### src/rtl/rv_pkg.sv
// Shared constants and types for the RV fetch front end.
package rv_pkg;

    localparam int XLEN = 32;
    localparam logic [XLEN-1:0] NOP_INSTR = 32'h0000_0013;

    typedef enum logic [1:0] {
        FETCH = 2'd0,
        WAIT  = 2'd1,
        HOLD  = 2'd2,
        DRAIN = 2'd3
    } fetch_state_t;

endpackage

### src/rtl/fetch_unit.sv
// Instruction-fetch stage: owns the PC, keeps one imem request in flight,
// holds the fetched word across stalls and flushes on redirect.
module fetch_unit
    import rv_pkg::*;
#(
    parameter logic [XLEN-1:0] RESET_PC = 32'h0000_0000
) (
    input  logic            clk,
    input  logic            rst,
    input  logic            stall_f,
    input  logic            redirect,
    input  logic [XLEN-1:0] redirect_pc,
    output logic            imem_req_valid,
    input  logic            imem_req_ready,
    output logic [XLEN-1:0] imem_req_addr,
    input  logic            imem_rsp_valid,
    input  logic [XLEN-1:0] imem_rsp_data,
    output logic [XLEN-1:0] instr_f,
    output logic [XLEN-1:0] pc_f,
    output logic [XLEN-1:0] pcplus4_f,
    output logic            fetch_valid
);

    fetch_state_t    r_state;
    logic [XLEN-1:0] r_pc;
    logic [XLEN-1:0] r_buf;
    logic            r_buf_valid;

    logic            w_present;
    logic            w_consume;
    logic [XLEN-1:0] w_pc_next;
    logic [XLEN-1:0] w_word;

    // A word is on offer either straight from memory (WAIT) or from the buffer (HOLD).
    assign w_present = !rst && ((r_state == WAIT && imem_rsp_valid) ||
                                (r_state == HOLD && r_buf_valid));
    assign w_pc_next = r_pc + 32'd4;
    assign w_word    = (r_state == HOLD) ? r_buf : imem_rsp_data;

    assign fetch_valid = w_present && !redirect;
    assign w_consume   = fetch_valid && !stall_f;

    // The next request goes out in the same cycle the current word is consumed.
    assign imem_req_valid = !rst && !redirect && (r_state == FETCH || w_consume);
    assign imem_req_addr  = (r_state == FETCH) ? r_pc : w_pc_next;

    assign instr_f   = fetch_valid ? w_word    : NOP_INSTR;
    assign pc_f      = fetch_valid ? r_pc      : '0;
    assign pcplus4_f = fetch_valid ? w_pc_next : '0;

    always_ff @(posedge clk or posedge rst) begin
        if (rst) begin
            r_state     <= FETCH;
            r_pc        <= RESET_PC;
            r_buf       <= NOP_INSTR;
            r_buf_valid <= 1'b0;
        end else if (redirect) begin
            r_pc        <= {redirect_pc[XLEN-1:2], 2'b00};
            r_buf_valid <= 1'b0;
            // A request still in flight must have its response swallowed first.
            if ((r_state == WAIT || r_state == DRAIN) && !imem_rsp_valid) begin
                r_state <= DRAIN;
            end else begin
                r_state <= FETCH;
            end
        end else begin
            case (r_state)
                FETCH: begin
                    if (imem_req_ready) begin
                        r_state <= WAIT;
                    end
                end
                WAIT, HOLD: begin
                    if (w_consume) begin
                        r_pc        <= w_pc_next;
                        r_buf_valid <= 1'b0;
                        r_state     <= imem_req_ready ? WAIT : FETCH;
                    end else if (r_state == WAIT && imem_rsp_valid) begin
                        r_buf       <= imem_rsp_data;
                        r_buf_valid <= 1'b1;
                        r_state     <= HOLD;
                    end
                end
                DRAIN: begin
                    if (imem_rsp_valid) begin
                        r_state <= FETCH;
                    end
                end
                default: r_state <= FETCH;
            endcase
        end
    end

endmodule

### config.mk
export PLATFORM = sky130hd
export DESIGN_NAME = fetch_unit
export DESIGN_NICKNAME = d
export VERILOG_FILES = /design/src/rtl/rv_pkg.sv /design/src/rtl/fetch_unit.sv
export SDC_FILE = /design/constraint.sdc
export NUM_CORES = 1
export LEC_CHECK = 0
export BUFFER_PORTS_ARGS = -buffer_cell sky130_fd_sc_hd__buf_2
export CAP_MARGIN = 20
export CORE_UTILIZATION = 46
export CTS_CLUSTER_DIAMETER = 150
export DETAILED_ROUTE_END_ITERATION = 10
export PLACE_DENSITY_LB_ADDON = 0.08
export REMOVE_ABC_BUFFERS = 1
export SLEW_MARGIN = 0
export SYNTH_ARGS = -nofsm -noshare
export SYNTH_HDL_FRONTEND = slang
export SYNTH_SLANG_ARGS = --single-unit
export TNS_END_PERCENT = 30
### constraint.sdc
create_clock -name clk -period 3.6 [get_ports clk]
set_input_delay 0.54 -clock clk [delete_from_list [all_inputs] [get_ports clk]]
set_output_delay 0.54 -clock clk [all_outputs]
set_load 0.01 [all_outputs]
== Yosys cells after proc, flatten, opt, wreduce, memory -nomap -nowiden ==
Index checks and enable logic that the tools add are counted.
Operators by class
  $add $sub $neg: 1
  multiply operators: 0
  div/mod/pow operators: 0
  magnitude comparators: 0
  equal/unequal tests: 6
  shifts and indexed selects: 0
  muxes and demuxes: 20
  bitwise logic cells: 2
  reduce and logical (&&, ||, !) cells: 24
Operators by type and width (number)
  32-bit 2-to-1 mux: 8
  32-bit by 3-bit adder with 32-bit output, second input constant: 1
  2-bit 2-to-1 mux: 6
  1-bit logical AND: 8
  3-bit != test, second input constant: 2
  2-bit case mux with 3 select lines: 1
  1-bit 2-to-1 mux: 5
  2-bit == test, second input constant: 2
  1-bit logical NOT: 4
  4-bit != test, second input constant: 1
  2-bit AND reduction: 2
  4-bit AND reduction: 1
  2-bit nonzero test: 2
  1-bit logical OR: 3
  3-bit AND reduction: 1
  3-bit nonzero test: 1
  2-bit by 1-bit == test with 1-bit output, second input constant: 1
  2-bit logical NOT: 1
  1-bit inverter: 2
  2-bit OR reduction: 1
Storage, ports and cells
  register bits after elaboration: 67
  bits in latches: 0
  memory bits (writable): 0
  ROM bits: 0
  input port bits: 70
  output and inout bits: 130
  memories kept: 0

== Logic depth before layout (Yosys ltp) ==
  depth after elaboration: 9
  mapped depth: 9
  mapped depth without buffers: 7

== Least setup slack after synthesis ==
OpenSTA, ideal clock, no wires.
  path kind: input port to output port
  from: input rst
  to: output pc_f[11]
  arrival: 3.181 ns
  setup slack: -0.121 ns
  stages on the path: 6
  path buffers: 2
  path through: inv_1 > nand3_1 > inv_1 > clkbuf_1 > clkbuf_1 > and2_1
On the way
  word-level cells in the longest chain between the ends: 4
Ends and longest elaborated chain
  start, declared: RTL line fetch_unit.sv:9  | input logic rst,
  1-bit logical NOT (no line)
  1-bit logical AND: RTL line fetch_unit.sv:35  | assign w_present = !rst && ((r_state == WAIT && imem_rsp_valid) ||
  1-bit logical AND: RTL line fetch_unit.sv:40  | assign fetch_valid = w_present && !redirect;
  32-bit 2-to-1 mux: RTL line fetch_unit.sv:48  | assign pc_f = fetch_valid ? r_pc : '0;
  end, declared: RTL line fetch_unit.sv:19  | output logic [XLEN-1:0] pc_f,
Every way passes these cells.

== Worst setup path in the final report ==
  from: register r_pc[2]
  to: output pcplus4_f[30]
On the way
  word-level cells in the longest chain between the ends: 2
Ends and longest elaborated chain
  start, declared: RTL line fetch_unit.sv:25  | logic [XLEN-1:0] r_pc;
  start signal, assigned: RTL line fetch_unit.sv:58  | r_pc <= {redirect_pc[XLEN-1:2], 2'b00};
  start signal, assigned: RTL line fetch_unit.sv:75  | r_pc <= w_pc_next;
  32-bit by 3-bit adder with 32-bit output: RTL line fetch_unit.sv:37  | assign w_pc_next = r_pc + 32'd4;
  32-bit 2-to-1 mux: RTL line fetch_unit.sv:49  | assign pcplus4_f = fetch_valid ? w_pc_next : '0;
  end, declared: RTL line fetch_unit.sv:20  | output logic [XLEN-1:0] pcplus4_f,
Every way passes these cells.

==> impl_metrics.csv <==
group,metric,value,unit
floorplan,dieArea,12000,µm²
power_and_ir_drop,power.density,499,nW/µm²
global_route,via_count_of_the_first_global_routing_pass,4833,
floorplan,floorplan.initialDensity,0.481,
sta,finalHoldViolations,0,
cells_and_area,final_design_area_no_fill,6530,µm²
logic_synthesis,post_synth_design_cell_area,5300,µm²
logic_synthesis,synth-seq-cells,65,
floorplan,die_width,109,µm
sta,final.setup.worst_slack,266,ps
global_route,antenna_found_initial,0,
place,port_buf_inserts,191,
place,gp_congestion,0.821,
global_route,global_route_met1_utilization,0.353,
hold_path,worst_hold_start,"redirect_pc[3]",
hold_path,min_path_type,"in2reg",
cells_and_area,syn_to_final_growth,23.1,%
worst_setup_path,standard_cell_with_the_maximum_stage_delay_on_the_critical_path,"sky130_fd_sc_hd__dfrtp_1",
place,dpl_cell_area,6210,µm²
job,timing.max_cap.violations,0,
clocking,post-cts-setup-buffer-count,0,
power_and_ir_drop,total_leakage_power,0.00296,µW
place,detailedPlacementHpwl,10700,µm
cells_and_area,layout.nets,856,
cells_and_area,utilization,0.592,
worst_setup_path,cp.required,3060,ps
logic_synthesis,synth_edf_count,0,
cells_and_area,insertedDiodeCount,0,
detailed_routing,dr_total_vias,5294,
logic_synthesis,yosysUniqueCellTypes,47,
worst_setup_path,critical_path_buf_inv_count,1,
worst_setup_path,worst-endpoint-arrival,2790,ps
hold_path,min_path_cells,3,
logic_synthesis,ys_seq_area_frac,0.307,
clocking,clkLatencyLatePin,330,ps
clocking,cts.reportedPaths.clkPinSlew,60,ps
floorplan,num_rows,38,
floorplan,floorplan.die.height,109,µm
global_route,grt_first_pass_wirelength,24200,µm
sta,slew_headroom,0.402,
sta,rsz_0062_raised_after_global_routing,"no",
sta,fmax,300,MHz
clocking,cts_tree,"built",
logic_synthesis,synth_top_area_cell,"sky130_fd_sc_hd__dfrtp_1",
sta,finalSetupViolCount,0,
worst_setup_path,critical_path_peak_fanout,11,
worst_setup_path,reg2reg_depth,6,
sta,timing_worst_slew_pin_value,897,ps
power_and_ir_drop,ir_drop,0.304,mV
logic_synthesis,ys_warn_count,0,
sta,layout_min_cycle_time,3330,ps
detailed_routing,detail-route-antenna-nets,0,
logic_synthesis,synth_ff_type,"sky130_fd_sc_hd__dfrtp_1",
logic_synthesis,synthTopCellsByArea,"sky130_fd_sc_hd__dfrtp_1, sky130_fd_sc_hd__mux2_2, sky130_fd_sc_hd__mux2i_1",
worst_setup_path,critPathCaptureType,"primary output",
worst_setup_path,reg_to_reg_end,"r_pc[28]$_DFFE_PP0P_",
status,status,"finished, final reports clean",
logic_synthesis,postSynth.asyncResetShare,1.00,
global_route,grt_use_met2,0.424,
global_route,grt_start_max_net_pins,66,
clocking,tritoncts.num_buffers,9,
logic_synthesis,syn_avg_cell_area,8.40,µm²
worst_setup_path,worst_path_dominant_cell_family,"simple AND/OR/NAND/NOR gates",
clocking,numClockSinks,65,
sta,finClkSkew,6.94,ps
hold_path,hold_path_end,"r_pc[3]$_DFFE_PP0P_",
floorplan,core_area,11000,µm²
detailed_routing,drt-initial-drc-count,415,
worst_setup_path,setup_slack_reg_to_reg,840,ps
worst_setup_path,crit_reg_reg_startpoint,"r_state[0]$_DFFE_PP0P_",
cells_and_area,fillCellCount,1046,
clocking,htreeDepth,3,
sta,report.final.slew_viol_count,0,
sta,timing.setup.tns,0,ps
detailed_routing,firstDrtPassIters,5,
worst_setup_path,crit_type,"reg2out",
detailed_routing,wl_per_cell,16.5,µm
global_route,global_route.usage.met3,0.0368,
detailed_routing,vias_per_inst,5.72,
worst_setup_path,start_kind,"flip-flop",
clocking,cts.root.buffer_cell,"sky130_fd_sc_hd__clkbuf_16",
global_route,grt_usage,0.259,
sta,finalCritPeriodShare,0.926,
logic_synthesis,synth.top_cells.by_count,"sky130_fd_sc_hd__nor2_1, sky130_fd_sc_hd__dfrtp_1, sky130_fd_sc_hd__mux2_2",
global_route,globalRoute.busiestLayer,"met2",
logic_synthesis,synth_cells,631,
detailed_routing,post-route-drc-count,0,
detailed_routing,routed_wirelength,15200,µm
power_and_ir_drop,finalPower,3260,µW
global_route,global_route.overflow_total,0,
worst_setup_path,max_stage_delay,520,ps
place,detailedPlace.worstSlack,411,ps
floorplan,ios,200,
logic_synthesis,yosysMostFrequentCell,"sky130_fd_sc_hd__nor2_1",
worst_setup_path,critical_path.cell_chain,"ha_1, and4_1, nand2_1, nor4_1, mux2_2, buf_2",
clocking,clock_tree.buffer_depth,2,
cells_and_area,ratio_of_cells_with_drive_above_1_in_the_final_layout,0.352,
logic_synthesis,synthDominantCellAreaShare,0.293,
[power by group]
group	leakage, µW	internal (µW)	switching [µW]	total [µW]
logic	0.00205	565	642	1210
clock network	0.000141	556	345	901
registers	0.000774	962	186	1150
total	0.00296	2080	1170	3260
[state kept, by name, summed over array words and instances, names as in the netlist]
register,count
r_buf,32
r_buf_valid,1
r_pc,30
r_state,2
[cell type report]
class / instances / area [µm²] / area share
Clock buffer: 10 / 239 / 0.0366
Clock inverter: 6 / 66.3 / 0.0102
Inverter: 7 / 26.3 / 0.00403
Multi-Input combinational cell: 494 / 3340 / 0.512
Sequential cell: 65 / 1630 / 0.250
Tap cell: 140 / 175 / 0.0268
Timing Repair Buffer: 203 / 1050 / 0.160
[kinds of logic (layout without fill, tap and decap cells)]
group	count (synthesis)	after routing	synth area share
xor+xnor	48	48	0.0793
mux	74	74	0.149
simple gates	285	285	0.289
buf+inv	77	226	0.0687
flops	65	65	0.307
other cells	1	6	0.000707
fa+ha+maj	6	6	0.0142
compound gates	75	75	0.0918
[what timing repair did]
item	CTS	global route
endpoints found under the setup margin	0	7
hold buffers	0	0
gates resized for setup	0	1
[per-stage QoR]
stage                     std cells  hold WS (ps)
after floorplan                 566           481
after global placement          909           488
after detailed placement        909           496
after CTS                       925           415
after global routing            925           431
final                           925           424
[worst max path at each step]
| stage | start | endpoint | slack (ps) | cells after the start |
|---|---|---|---|---|
| final | r_pc[2]$_DFFE_PP0P_ | pcplus4_f[30] | 270 | 6 |
| after global routing | r_pc[2]$_DFFE_PP0P_ | pcplus4_f[28] | 90 | 6 |
| after CTS | r_state[1]$_DFFE_PP0P_ | pcplus4_f[31] | 50 | 9 |
| after detailed placement | r_state[1]$_DFFE_PP0P_ | pcplus4_f[31] | 410 | 9 |
| after global placement | r_state[1]$_DFFE_PP0P_ | pcplus4_f[31] | 480 | 9 |
| after floorplan | rst | pcplus4_f[23] | -1860 | 5 |
[worst register-to-register path: cells and delay by family (launching register included)]
kind                       cells  cell delay [ps]
buffers and inverters          1              110
DFF                            1              410
and+or+nand+nor                3             1580
adders and majority gates      1              390
AOI/OAI and AO/OA              1              190
[per-layer routing]
metal / routed length, µm / part of all wire / vias up
met1: 6650 / 0.44 / 2552
met5: 0 / 0 / -
met2: 7370 / 0.48 / 194
li1: - / - / 2531
met4: 210 / 0.014 / 0
met3: 1000 / 0.066 / 17
[cell usage in the layout, fill, tap and decap left out, types with 8 or more instances in the layout]
master	synthesis	final
sky130_fd_sc_hd__buf_4	13	12
sky130_fd_sc_hd__mux2_2	40	40
sky130_fd_sc_hd__nor4_1	13	13
sky130_fd_sc_hd__or3_1	16	16
sky130_fd_sc_hd__nand4_1	17	17
sky130_fd_sc_hd__a21oi_1	10	10
sky130_fd_sc_hd__nand3_1	25	24
sky130_fd_sc_hd__clkbuf_16	0	9
sky130_fd_sc_hd__nor2_1	79	78
sky130_fd_sc_hd__xor2_1	29	29
sky130_fd_sc_hd__nand2_1	35	35
sky130_fd_sc_hd__o21ai_0	20	20
sky130_fd_sc_hd__or4_1	11	11
sky130_fd_sc_hd__xnor2_1	19	19
sky130_fd_sc_hd__a31oi_1	14	14
sky130_fd_sc_hd__nor3_1	25	25
sky130_fd_sc_hd__buf_2	21	191
sky130_fd_sc_hd__dfrtp_1	62	62
sky130_fd_sc_hd__o31ai_1	15	15
sky130_fd_sc_hd__mux2i_1	33	33
sky130_fd_sc_hd__and4_1	8	8
sky130_fd_sc_hd__and2_1	30	30
Power figures use the tool's default switching activity.
